File: config.mk
export PLATFORM = sky130hd
export DESIGN_NAME = csr_req_ctrl_flat
export DESIGN_NICKNAME = d
export VERILOG_FILES = /design/src/rtl/csr_req_ctrl_if.sv /design/src/rtl/csr_req_ctrl.sv /design/src/flat_wrapper.sv
export SDC_FILE = /design/constraint.sdc
export NUM_CORES = 1
export LEC_CHECK = 0
export BUFFER_PORTS_ARGS = -buffer_cell sky130_fd_sc_hd__buf_2
export CAP_MARGIN = 20
export CORE_MARGIN = 8
export CORE_UTILIZATION = 45
export CTS_CLUSTER_DIAMETER = 60
export DETAILED_ROUTE_END_ITERATION = 12
export PLACE_DENSITY = 0.89
export SYNTH_ARGS = -nofsm -noshare
export SYNTH_HDL_FRONTEND = slang
export SYNTH_SLANG_ARGS = --single-unit
File: constraint.sdc
create_clock -name clk -period 2.8 [get_ports clk]
set_input_delay 0.56 -clock clk [delete_from_list [all_inputs] [get_ports clk]]
set_output_delay 0.56 -clock clk [all_outputs]
set_load 0.02 [all_outputs]
File: src/rtl/csr_req_ctrl_if.sv
// csr_req_ctrl_if: bundles the instruction request, CSR bus and writeback
// signals of the CSR request controller. master = controller, slave = env.
interface csr_req_ctrl_if #(
  parameter int ADDR_WIDTH = 32,
  parameter int REG_WIDTH  = 32,
  parameter int ID_WIDTH   = 4
);
  logic                  req_valid;
  logic                  req_ready;
  logic [2:0]            req_funct3;
  logic [4:0]            req_rd;
  logic [4:0]            req_rs1;
  logic [REG_WIDTH-1:0]  req_rs1_val;
  logic [ADDR_WIDTH-1:0] req_csr_addr;
  logic [ID_WIDTH-1:0]   req_id;
  logic                  flush;
  logic [1:0]            csr_op;
  logic [2:0]            csr_funct3;
  logic [4:0]            csr_imm;
  logic [REG_WIDTH-1:0]  rs1_val;
  logic [ADDR_WIDTH-1:0] csr_addr;
  logic                  csr_valid;
  logic                  csr_rrsp;
  logic [ADDR_WIDTH-1:0] csr_rdata;
  logic                  csr_rvalid;
  logic [2:0]            csr_reg_rsp;
  logic                  wb_valid;
  logic                  wb_ready;
  logic [ID_WIDTH-1:0]   wb_id;
  logic                  wb_rd_en;
  logic [4:0]            wb_rd;
  logic [REG_WIDTH-1:0]  wb_data;
  logic                  wb_exc;
  logic [1:0]            wb_cause;

  modport master (
    input  req_valid, req_funct3, req_rd, req_rs1, req_rs1_val,
    input  req_csr_addr, req_id, flush,
    input  csr_rdata, csr_rvalid, csr_reg_rsp, wb_ready,
    output req_ready, csr_op, csr_funct3, csr_imm, rs1_val, csr_addr,
    output csr_valid, csr_rrsp,
    output wb_valid, wb_id, wb_rd_en, wb_rd, wb_data, wb_exc, wb_cause
  );

  modport slave (
    output req_valid, req_funct3, req_rd, req_rs1, req_rs1_val,
    output req_csr_addr, req_id, flush,
    output csr_rdata, csr_rvalid, csr_reg_rsp, wb_ready,
    input  req_ready, csr_op, csr_funct3, csr_imm, rs1_val, csr_addr,
    input  csr_valid, csr_rrsp,
    input  wb_valid, wb_id, wb_rd_en, wb_rd, wb_data, wb_exc, wb_cause
  );
endinterface

File: src/rtl/csr_req_ctrl.sv
// csr_req_ctrl: blocking CSR issue stage. Takes one decoded CSR instruction,
// issues it on the CSR bus, waits (bounded) for the response, returns result.
// Ports: clk, rst_n (sync, active low), io (csr_req_ctrl_if.master):
//   req_* in / req_ready out, flush, csr_* bus request/response, wb_* result.
module csr_req_ctrl #(
  parameter int ADDR_WIDTH = 32,
  parameter int REG_WIDTH  = 32,
  parameter int ID_WIDTH   = 4,
  parameter int TIMEOUT    = 16
) (
  input logic             clk,
  input logic             rst_n,
  csr_req_ctrl_if.master  io
);
  localparam int CW = $clog2(TIMEOUT + 1);
  localparam logic [CW-1:0] TO = CW'(TIMEOUT);

  typedef enum logic [2:0] {
    IDLE, ISSUE, WAIT, RESP, DRAIN
  } state_e;

  state_e                state_q, state_d;
  logic [CW-1:0]         cnt_q, cnt_d;
  logic [1:0]            op_q, op_d;
  logic [2:0]            funct3_q, funct3_d;
  logic [4:0]            imm_q, imm_d;
  logic [REG_WIDTH-1:0]  rs1_val_q, rs1_val_d;
  logic [ADDR_WIDTH-1:0] addr_q, addr_d;
  logic [ID_WIDTH-1:0]   id_q, id_d;
  logic [4:0]            rd_q, rd_d;
  logic [REG_WIDTH-1:0]  data_q, data_d;
  logic                  exc_q, exc_d;
  logic [1:0]            cause_q, cause_d;
  logic                  rd_en_q, rd_en_d;

  logic req_ready;
  logic csr_valid;
  logic csr_rrsp;
  logic wb_valid;
  logic illegal;

  assign illegal = (io.req_funct3[1:0] == 2'b00);

  always_comb begin
    state_d   = state_q;
    cnt_d     = cnt_q;
    op_d      = op_q;
    funct3_d  = funct3_q;
    imm_d     = imm_q;
    rs1_val_d = rs1_val_q;
    addr_d    = addr_q;
    id_d      = id_q;
    rd_d      = rd_q;
    data_d    = data_q;
    exc_d     = exc_q;
    cause_d   = cause_q;
    rd_en_d   = rd_en_q;
    req_ready = 1'b0;
    csr_valid = 1'b0;
    csr_rrsp  = 1'b0;
    wb_valid  = 1'b0;
    unique case (state_q)
      IDLE: begin
        req_ready = !io.flush;
        if (io.req_valid && req_ready) begin
          op_d[1]   = !(io.req_funct3[1:0] == 2'b01
                        && io.req_rd == 5'd0);
          op_d[0]   = (io.req_funct3[1:0] == 2'b01)
                      || (io.req_rs1 != 5'd0);
          funct3_d  = io.req_funct3;
          imm_d     = io.req_rs1;
          rs1_val_d = io.req_rs1_val;
          addr_d    = io.req_csr_addr;
          id_d      = io.req_id;
          rd_d      = io.req_rd;
          if (illegal) begin
            data_d  = '0;
            exc_d   = 1'b1;
            cause_d = 2'b10;
            rd_en_d = 1'b0;
            state_d = RESP;
          end else begin
            state_d = ISSUE;
          end
        end
      end
      ISSUE, WAIT, DRAIN: begin
        csr_valid = (state_q == ISSUE);
        cnt_d = (state_q == ISSUE) ? CW'(1) : cnt_q + CW'(1);
        if (io.csr_rvalid) begin
          csr_rrsp = 1'b1;
          data_d   = REG_WIDTH'(io.csr_rdata);
          exc_d    = io.csr_reg_rsp[2];
          cause_d  = io.csr_reg_rsp[1:0];
          rd_en_d  = op_q[1] && (rd_q != 5'd0)
                     && !io.csr_reg_rsp[2];
          // a killed instruction still consumes its response
          state_d  = (io.flush || state_q == DRAIN) ? IDLE : RESP;
        end else if (state_q != ISSUE && cnt_q == TO) begin
          data_d   = '0;
          exc_d    = 1'b1;
          cause_d  = 2'b11;
          rd_en_d  = 1'b0;
          state_d  = (io.flush || state_q == DRAIN) ? IDLE : RESP;
        end else if (io.flush || state_q == DRAIN) begin
          state_d  = DRAIN;
        end else begin
          state_d  = WAIT;
        end
      end
      RESP: begin
        wb_valid = 1'b1;
        if (io.wb_ready || io.flush) begin
          state_d = IDLE;
        end
      end
      default: state_d = IDLE;
    endcase
  end

  always_ff @(posedge clk) begin
    if (!rst_n) begin
      state_q   <= IDLE;
      cnt_q     <= '0;
      op_q      <= '0;
      funct3_q  <= '0;
      imm_q     <= '0;
      rs1_val_q <= '0;
      addr_q    <= '0;
      id_q      <= '0;
      rd_q      <= '0;
      data_q    <= '0;
      exc_q     <= 1'b0;
      cause_q   <= '0;
      rd_en_q   <= 1'b0;
    end else begin
      state_q   <= state_d;
      cnt_q     <= cnt_d;
      op_q      <= op_d;
      funct3_q  <= funct3_d;
      imm_q     <= imm_d;
      rs1_val_q <= rs1_val_d;
      addr_q    <= addr_d;
      id_q      <= id_d;
      rd_q      <= rd_d;
      data_q    <= data_d;
      exc_q     <= exc_d;
      cause_q   <= cause_d;
      rd_en_q   <= rd_en_d;
    end
  end

  assign io.req_ready  = req_ready;
  assign io.csr_valid  = csr_valid;
  assign io.csr_rrsp   = csr_rrsp;
  assign io.csr_op     = op_q;
  assign io.csr_funct3 = funct3_q;
  assign io.csr_imm    = imm_q;
  assign io.rs1_val    = rs1_val_q;
  assign io.csr_addr   = addr_q;
  assign io.wb_valid   = wb_valid;
  assign io.wb_id      = id_q;
  assign io.wb_rd_en   = rd_en_q;
  assign io.wb_rd      = rd_q;
  assign io.wb_data    = data_q;
  assign io.wb_exc     = exc_q;
  assign io.wb_cause   = cause_q;
endmodule

File: src/flat_wrapper.sv
// flat-port wrapper written by rule: the top's interface ports become plain ports
module csr_req_ctrl_flat 
#(
  parameter int ADDR_WIDTH = 32,
  parameter int REG_WIDTH  = 32,
  parameter int ID_WIDTH   = 4,
  parameter int TIMEOUT    = 16
)
  (clk, rst_n, io_req_valid, io_req_funct3, io_req_rd, io_req_rs1, io_req_rs1_val, io_req_csr_addr, io_req_id, io_flush, io_csr_rdata, io_csr_rvalid, io_csr_reg_rsp, io_wb_ready, io_req_ready, io_csr_op, io_csr_funct3, io_csr_imm, io_rs1_val, io_csr_addr, io_csr_valid, io_csr_rrsp, io_wb_valid, io_wb_id, io_wb_rd_en, io_wb_rd, io_wb_data, io_wb_exc, io_wb_cause);
  csr_req_ctrl_if #(.ADDR_WIDTH(ADDR_WIDTH), .REG_WIDTH(REG_WIDTH), .ID_WIDTH(ID_WIDTH)) io_i ();
  input logic clk;
  input logic rst_n;
  input wire logic [$bits(io_i.req_valid)-1:0] io_req_valid;
  input wire logic [$bits(io_i.req_funct3)-1:0] io_req_funct3;
  input wire logic [$bits(io_i.req_rd)-1:0] io_req_rd;
  input wire logic [$bits(io_i.req_rs1)-1:0] io_req_rs1;
  input wire logic [$bits(io_i.req_rs1_val)-1:0] io_req_rs1_val;
  input wire logic [$bits(io_i.req_csr_addr)-1:0] io_req_csr_addr;
  input wire logic [$bits(io_i.req_id)-1:0] io_req_id;
  input wire logic [$bits(io_i.flush)-1:0] io_flush;
  input wire logic [$bits(io_i.csr_rdata)-1:0] io_csr_rdata;
  input wire logic [$bits(io_i.csr_rvalid)-1:0] io_csr_rvalid;
  input wire logic [$bits(io_i.csr_reg_rsp)-1:0] io_csr_reg_rsp;
  input wire logic [$bits(io_i.wb_ready)-1:0] io_wb_ready;
  output wire logic [$bits(io_i.req_ready)-1:0] io_req_ready;
  output wire logic [$bits(io_i.csr_op)-1:0] io_csr_op;
  output wire logic [$bits(io_i.csr_funct3)-1:0] io_csr_funct3;
  output wire logic [$bits(io_i.csr_imm)-1:0] io_csr_imm;
  output wire logic [$bits(io_i.rs1_val)-1:0] io_rs1_val;
  output wire logic [$bits(io_i.csr_addr)-1:0] io_csr_addr;
  output wire logic [$bits(io_i.csr_valid)-1:0] io_csr_valid;
  output wire logic [$bits(io_i.csr_rrsp)-1:0] io_csr_rrsp;
  output wire logic [$bits(io_i.wb_valid)-1:0] io_wb_valid;
  output wire logic [$bits(io_i.wb_id)-1:0] io_wb_id;
  output wire logic [$bits(io_i.wb_rd_en)-1:0] io_wb_rd_en;
  output wire logic [$bits(io_i.wb_rd)-1:0] io_wb_rd;
  output wire logic [$bits(io_i.wb_data)-1:0] io_wb_data;
  output wire logic [$bits(io_i.wb_exc)-1:0] io_wb_exc;
  output wire logic [$bits(io_i.wb_cause)-1:0] io_wb_cause;
  assign io_i.req_valid = io_req_valid;
  assign io_i.req_funct3 = io_req_funct3;
  assign io_i.req_rd = io_req_rd;
  assign io_i.req_rs1 = io_req_rs1;
  assign io_i.req_rs1_val = io_req_rs1_val;
  assign io_i.req_csr_addr = io_req_csr_addr;
  assign io_i.req_id = io_req_id;
  assign io_i.flush = io_flush;
  assign io_i.csr_rdata = io_csr_rdata;
  assign io_i.csr_rvalid = io_csr_rvalid;
  assign io_i.csr_reg_rsp = io_csr_reg_rsp;
  assign io_i.wb_ready = io_wb_ready;
  assign io_req_ready = io_i.req_ready;
  assign io_csr_op = io_i.csr_op;
  assign io_csr_funct3 = io_i.csr_funct3;
  assign io_csr_imm = io_i.csr_imm;
  assign io_rs1_val = io_i.rs1_val;
  assign io_csr_addr = io_i.csr_addr;
  assign io_csr_valid = io_i.csr_valid;
  assign io_csr_rrsp = io_i.csr_rrsp;
  assign io_wb_valid = io_i.wb_valid;
  assign io_wb_id = io_i.wb_id;
  assign io_wb_rd_en = io_i.wb_rd_en;
  assign io_wb_rd = io_i.wb_rd;
  assign io_wb_data = io_i.wb_data;
  assign io_wb_exc = io_i.wb_exc;
  assign io_wb_cause = io_i.wb_cause;
  csr_req_ctrl #(.ADDR_WIDTH(ADDR_WIDTH), .REG_WIDTH(REG_WIDTH), .ID_WIDTH(ID_WIDTH), .TIMEOUT(TIMEOUT)) u_core (.clk(clk), .rst_n(rst_n), .io(io_i));
endmodule
==> run_results.csv, run 1 <==
group,metric,value,unit
worst_setup_path,start_kind,"flop",
yosys,synthSimpleGateAreaFrac,0.178,
yosys,syn-num-nets,673,
placed_design,gp_congestion,0.872,
worst_setup_path,crit_fanout,19,
worst_setup_path,cp.required,2.24,ns
sta,hold_violations,0,
finish,n_antenna_cell,0,
finish,area_growth,38.5,%
placed_design,port_buffers,244,
drt,route.vias.total,4696,
drt,vias_per_cell,5.08,
worst_setup_path,crit_buf_inv,2,
global_route,grt_overflow,0,
worst_setup_path,cpPeakStageDelay,0.67,ns
yosys,synthesis.area,4720,um2
drt,drcViolationCount,0,
sta,setup_viol,0,
clock_tree,cts_resized,0,
sta,period_share,0.902,
yosys,syn_inst,549,
clock_tree,clk_path_buf_depth,2,
global_route,grt_use_total,0.199,
power_and_ir_drop,max-vdd-ir-drop,0.000361,V
drt,dr.pass1.iters,4,
worst_setup_path,endpoint_kind,"primary output",
hold_path,hold_path_class,"in -> reg",
power_and_ir_drop,leakage,0.00302,uW
yosys,netlist-cell-type-count,41,
yosys,syn_avg_cell_area,8.60,um2
worst_setup_path,cp_cell_sequence,"xor2_1 > o211ai_1 > inv_1 > buf_2",
floorplanning,rows,37,
finish,drive_gt1_frac,0.368,
clock_tree,htreeDepth,4,
clock_tree,hold_buffers,0,
floorplanning,die_x,118,um
drt,wirelength,14500,um
clock_tree,postCtsSetupBuffers,0,
run,drv_cap,0,
clock_tree,clock_latency,0.50,ns
sta,grt_setup_unrepaired,"no",
global_route,grt_max_degree,86,
worst_setup_path,arrival,1.97,ns
floorplanning,initial_core_util,0.460,
outcome,status,"finished, final reports clean",
placed_design,dp.cells,892,
clock_tree,cts_tree,"yes",
yosys,yosysWarningCount,0,
yosys,ys_seq_area_frac,0.538,
drt,drt_iter0_markers,366,
sta,fin_setup_tns,0,ns
power_and_ir_drop,power.total,4660,uW
global_route,antenna_found_initial,0,
sta,drv_slew,0,
floorplanning,io-pin-count,245,
worst_setup_path,cp_top_family,"flip-flops",
global_route,grt_pass1_wl,22800,um
yosys,ys_ff_latch,127,
clock_tree,clk_pin_slew_worst_paths,0.06,ns
sta,hold_slack,0.265,ns
floorplanning,die_area,14000,um2
finish,layout.cells.non_filler,924,
yosys,synth_xor_area_frac,0.00371,
clock_tree,numCtsBuffers,17,
yosys,muxShareOfSynthArea,0.00450,
floorplanning,die_h,118,um
clock_tree,cts_sinks,127,
sta,finClkSkew,0.00687,ns
yosys,synth_top_family_by_area,"compound AO/OA/AOI/OAI gates",
drt,wl_per_cell,15.7,um
global_route,grt_pass1_vias,4439,
sta,slew_headroom,0.633,
power_and_ir_drop,powerDensity,713,nW/um2
yosys,synthAdderAreaFrac,0.00530,
sta,fmax,0.396,GHz
sta,tightest_slew,0.549,ns
floorplanning,fp.coreArea,10300,um2
yosys,synth-compound-area-share,0.216,
clock_tree,root_buffer,"clkbuf_8",
placed_design,hpwl,10600,um
worst_setup_path,critPathSlowestCell,"dfxtp_1",
drt,drtAntennaViolNets,0,
finish,layout.nets,899,
sta,post-route-min-period,2.53,ns
worst_setup_path,crit_type,"reg -> out",
-- layer usage --
metal  vias to the layer above  track usage  part of all wire
met5                         -            0                 0
met4                         0       0.0838             0.021
met3                        22       0.0895             0.098
met2                       210        0.321              0.47
met1                      2112        0.225              0.41
li1                       2352            -                 -
-- stage by stage --
step / utilization / worst slack [ns] / instance area, um2
finish: 0.637 / 0.275 / 6540
CTS: 0.637 / 0.274 / 6540
global placement: 0.582 / 0.875 / 5980
floorplan: - / 1.01 / 4720
global route: 0.637 / 0.130 / 6540
detailed placement: 0.582 / 0.864 / 5980
-- path summary, 6_finish.rpt --
check	start	end	slack [ns]	depth (start not counted)
worst max-delay path	u_core.state_q[1]	io_csr_rrsp	0.27	4
worst min-delay path	io_csr_rdata[10]	u_core.io.wb_data[10]	0.27	2
worst max register to register	u_core.state_q[1]	u_core.io.wb_data[31]	0.80	5
worst min register to register	u_core.io.csr_addr[14]	u_core.io.csr_addr[14]	0.45	2
-- synth_stat cells --
| master | instances | area (um2) |
|---|---|---|
| nor2_2 | 1 | 6.26 |
| mux2_2 | 1 | 11.3 |
| nor4_1 | 2 | 12.5 |
| buf_6 | 5 | 56.3 |
| o21a_1 | 1 | 7.51 |
| a21oi_1 | 91 | 455 |
| and4bb_4 | 1 | 16.3 |
| o21ai_1 | 1 | 5.00 |
| inv_2 | 1 | 3.75 |
| o22a_1 | 1 | 8.76 |
| clkbuf_1 | 26 | 97.6 |
| nor2_1 | 9 | 33.8 |
| dfxtp_1 | 127 | 2540 |
| a2bb2oi_1 | 1 | 8.76 |
| o211ai_1 | 5 | 37.5 |
| nor3b_1 | 2 | 15.0 |
| a32o_1 | 35 | 350 |
| or2_1 | 1 | 6.26 |
| nor2b_1 | 2 | 12.5 |
| a31oi_1 | 1 | 6.26 |
| o31ai_1 | 1 | 7.51 |
| ha_1 | 2 | 25.0 |
| or4_1 | 1 | 7.51 |
| o221ai_1 | 1 | 8.76 |
| mux2i_1 | 1 | 10.0 |
| a211oi_1 | 2 | 15.0 |
| inv_1 | 7 | 26.3 |
| o21ai_0 | 13 | 65.1 |
| nand2b_1 | 3 | 18.8 |
| buf_2 | 14 | 70.1 |
| and2_1 | 1 | 6.26 |
| xor2_1 | 2 | 17.5 |
| o211a_1 | 1 | 10.0 |
| a2111oi_1 | 1 | 10.0 |
| nand2_1 | 168 | 631 |
| nor3_1 | 4 | 20.0 |
| o22ai_1 | 4 | 25.0 |
| nand4_1 | 1 | 6.26 |
| or4bb_1 | 1 | 11.3 |
| nand3_1 | 4 | 20.0 |
| and3_1 | 3 | 18.8 |
-- registers in the layout, indices dropped and copies added (netlist names) --
register / count
u_core.io.csr_funct3: 3
u_core.cnt_q: 5
u_core.io.csr_addr: 32
u_core.io.wb_id: 4
u_core.state_q: 3
u_core.io.wb_rd: 5
u_core.io.wb_cause: 2
u_core.io.rs1_val: 32
u_core.io.csr_op: 2
u_core.io.csr_imm: 5
u_core.io.wb_rd_en: 1
u_core.io.wb_data: 32
u_core.io.wb_exc: 1
-- cell usage in the layout, fill, tap and decap left out, types with 2 or more instances in the layout --
cell type,synthesis,routed
o22ai_1,4,4
nor4_1,2,2
inv_6,0,5
nand2b_1,3,3
buf_4,0,6
and3_1,3,2
nor2_1,9,9
a211oi_1,2,2
clkbuf_8,0,2
ha_1,2,2
nand3_1,4,3
clkinv_4,0,2
dfxtp_1,127,127
xor2_1,2,2
buf_12,0,2
a32o_1,35,35
clkbuf_16,0,16
o211ai_1,5,5
o21ai_0,13,13
a21oi_1,91,91
nor3_1,4,4
nand2_1,168,168
inv_1,7,7
buf_2,14,244
nor2b_1,2,2
nor3b_1,2,2
clkinvlp_4,0,5
-- final cells by class --
| cell class | count | area, um2 |
|---|---|---|
| timing repair buffer | 252 | 1310 |
| fill | 896 | 3730 |
| clock buffer | 18 | 428 |
| multi-input combinational | 369 | 1930 |
| sequential | 127 | 2540 |
| tap | 136 | 170 |
| inverter | 8 | 30.0 |
| clock inverter | 14 | 134 |
-- worst register-to-register path, cell delays in order, from the launching register on --
cell and delay, ns:
dfxtp_1 0.67, xor2_1 0.31, nand2b_1 0.12, a32o_1 0.23
buf_4 0.24, a32o_1 0.33
-- cell families (layout without fill, tap and decap cells) --
logic type               after synthesis  count (layout)
AND/OR/NAND/NOR                      204             204
adder cells (fa/ha/maj)                2               2
XOR/XNOR                               2               2
AO/OA/AOI/OAI                        159             159
flip-flops                           127             127
buffers and inverters                 53             292
multiplexers                           2               2
-- report_power, final --
part           switching, uW  total, uW  internal, uW
combinational            407        641           234
clock                    838       2050          1210
sequential              60.7       1970          1910
total                   1310       4660          3360
(Power assumes the default switching activity.)
==> run 2: changes to the inputs <==
- PLACE_DENSITY: 0.89 -> 0.88
==> run 2 against run 1 <==
Against the previous run:
- clock power grew 9%
- total power grew 3.9%
- global-route usage grew 0.47 points
- sequential share of layout area shrank 0.39 points
- maximum frequency grew 5.5%
- critical path type unchanged
- largest cell class unchanged
- largest power group unchanged
==> run_results.csv, run 2 (synthesized netlist as in run 1, its figures left out) <==
group,metric,value,unit
global_route,antenna_found_initial,0,
worst_setup_path,start_kind,"flop",
global_route,grt_overflow,0,
finish,layout.cells.non_filler,925,
clock_tree,hold_buffers,0,
floorplanning,die_x,118,um
finish,final_common_cell,"buf_2",
worst_setup_path,arrival,1.83,ns
drt,route.vias.total,4757,
worst_setup_path,crit_type,"reg -> out",
finish,final.fill_count,920,
placed_design,dp.cells,893,
outcome,status,"finished, final reports clean",
floorplanning,die_h,118,um
drt,drcViolationCount,0,
sta,grt_setup_unrepaired,"no",
clock_tree,postCtsSetupBuffers,0,
clock_tree,root_buffer,"clkbuf_8",
floorplanning,fp.coreArea,10300,um2
global_route,grt_use_total,0.204,
global_route,grt_pass1_wl,23400,um
drt,drtAntennaViolNets,0,
power_and_ir_drop,powerDensity,733,nW/um2
clock_tree,clock_latency,0.50,ns
global_route,grt_pass1_vias,4681,
drt,wl_per_cell,15.9,um
clock_tree,clk_path_buf_depth,2,
clock_tree,cts_resized,0,
drt,wirelength,14700,um
worst_setup_path,cp.required,2.24,ns
hold_path,hold_path_class,"in -> reg",
finish,drive_gt1_frac,0.369,
clock_tree,numCtsBuffers,17,
sta,fin_setup_tns,0,ns
finish,layout_common_cells,"244 x buf_2, 168 x nand2_1, 127 x dfxtp_1",
clock_tree,cts_sinks,127,
floorplanning,io-pin-count,245,
sta,tightest_slew,0.950,ns
sta,period_share,0.854,
finish,area_growth,39.9,%
clock_tree,clk_pin_slew_worst_paths,0.06,ns
drt,drt_iter0_markers,422,
drt,vias_per_cell,5.14,
power_and_ir_drop,leakage,0.00305,uW
clock_tree,cts_tree,"yes",
sta,fmax,0.418,GHz
finish,multi_input_area,1940,um2
power_and_ir_drop,max-vdd-ir-drop,0.000512,V
finish,seqCellArea,2540,um2
placed_design,hpwl,10800,um
global_route,grt_max_degree,90,
sta,slew_headroom,0.367,
finish,n_antenna_cell,0,
worst_setup_path,endpoint_kind,"primary output",
floorplanning,die_area,14000,um2
run,drv_cap,0,
sta,hold_violations,0,
sta,post-route-min-period,2.39,ns
sta,setup_viol,0,
floorplanning,initial_core_util,0.460,
floorplanning,rows,37,
drt,dr.pass1.iters,4,
placed_design,port_buffers,244,
worst_setup_path,cp_cell_sequence,"xor2_1 > o211ai_1 > inv_1 > buf_2",
finish,layout.nets,900,
worst_setup_path,cpPeakStageDelay,0.56,ns
placed_design,gp_congestion,0.784,
worst_setup_path,crit_fanout,15,
clock_tree,htreeDepth,4,
sta,drv_slew,0,
worst_setup_path,critPathSlowestCell,"dfxtp_1",
sta,finClkSkew,0.00517,ns
## run 2: cell count changes in the layout (fill, tap and decap cells not counted)
| cell | previous run | this run |
|---|---|---|
| inv_6 | 5 | 2 |
| nand3_2 | 1 | 0 |
| nand3_4 | 0 | 1 |
| clkinvlp_4 | 5 | 6 |
| bufinv_16 | 1 | 3 |
| buf_4 | 6 | 7 |
| clkbuf_8 | 2 | 4 |
| clkinv_4 | 2 | 0 |
## run 2: area by class of cell
| class | instances | area share |
|---|---|---|
| timing repair buffer | 253 | 0.199 |
| multi-input combinational | 369 | 0.294 |
| tap | 136 | 0.0257 |
| inverter | 8 | 0.00454 |
| sequential | 127 | 0.385 |
| clock buffer | 20 | 0.0689 |
| clock inverter | 12 | 0.0239 |
## run 2: worst max-delay path: cells and delay by family, from the launching register on
kind | cells | cell delay (ns)
AO/OA/AOI/OAI | 1 | 0.35
buffers and inverters | 2 | 0.26
flip-flops | 1 | 0.56
XOR/XNOR | 1 | 0.16
## run 2: metrics by stage
step	util	hold slack (ns)	setup WS, ns	instance area, um2	total power [uW]
detailed placement	0.584	0.439	0.634	6000	2660
global route	0.643	0.241	0.225	6610	5050
CTS	0.643	0.237	0.372	6610	4890
global placement	0.584	0.431	0.687	6000	2640
finish	0.643	0.266	0.408	6610	4850
floorplan	-	0.520	1.01	4720	2400
## run 2: final timing paths
| check | cells after the start | slack [ns] | start | to |
|---|---|---|---|---|
| max reg2reg | 5 | 0.60 | u_core.state_q[0] | u_core.io.wb_data[14] |
| max | 4 | 0.41 | u_core.state_q[0] | io_csr_rrsp |
| min reg2reg | 2 | 0.45 | u_core.io.wb_cause[1] | u_core.io.wb_cause[1] |
| min | 2 | 0.27 | io_csr_rdata[31] | u_core.io.wb_data[31] |
## run 2: routing by layer
metal | track usage | up-vias | wire [um] | part of all wire
li1 | - | 2353 | - | -
met1 | 0.217 | 2166 | 5770 | 0.39
met2 | 0.336 | 214 | 6900 | 0.47
met3 | 0.100 | 24 | 1650 | 0.11
met4 | 0.0925 | 0 | 344 | 0.023
met5 | 0 | - | 0 | 0
## run 2: report_power, final
group,internal [uW],switching (uW),leakage (uW)
Clock,1430,798,0.000282
Combinational,238,414,0.00173
Sequential,1910,56.8,0.00103
Total,3580,1270,0.00305
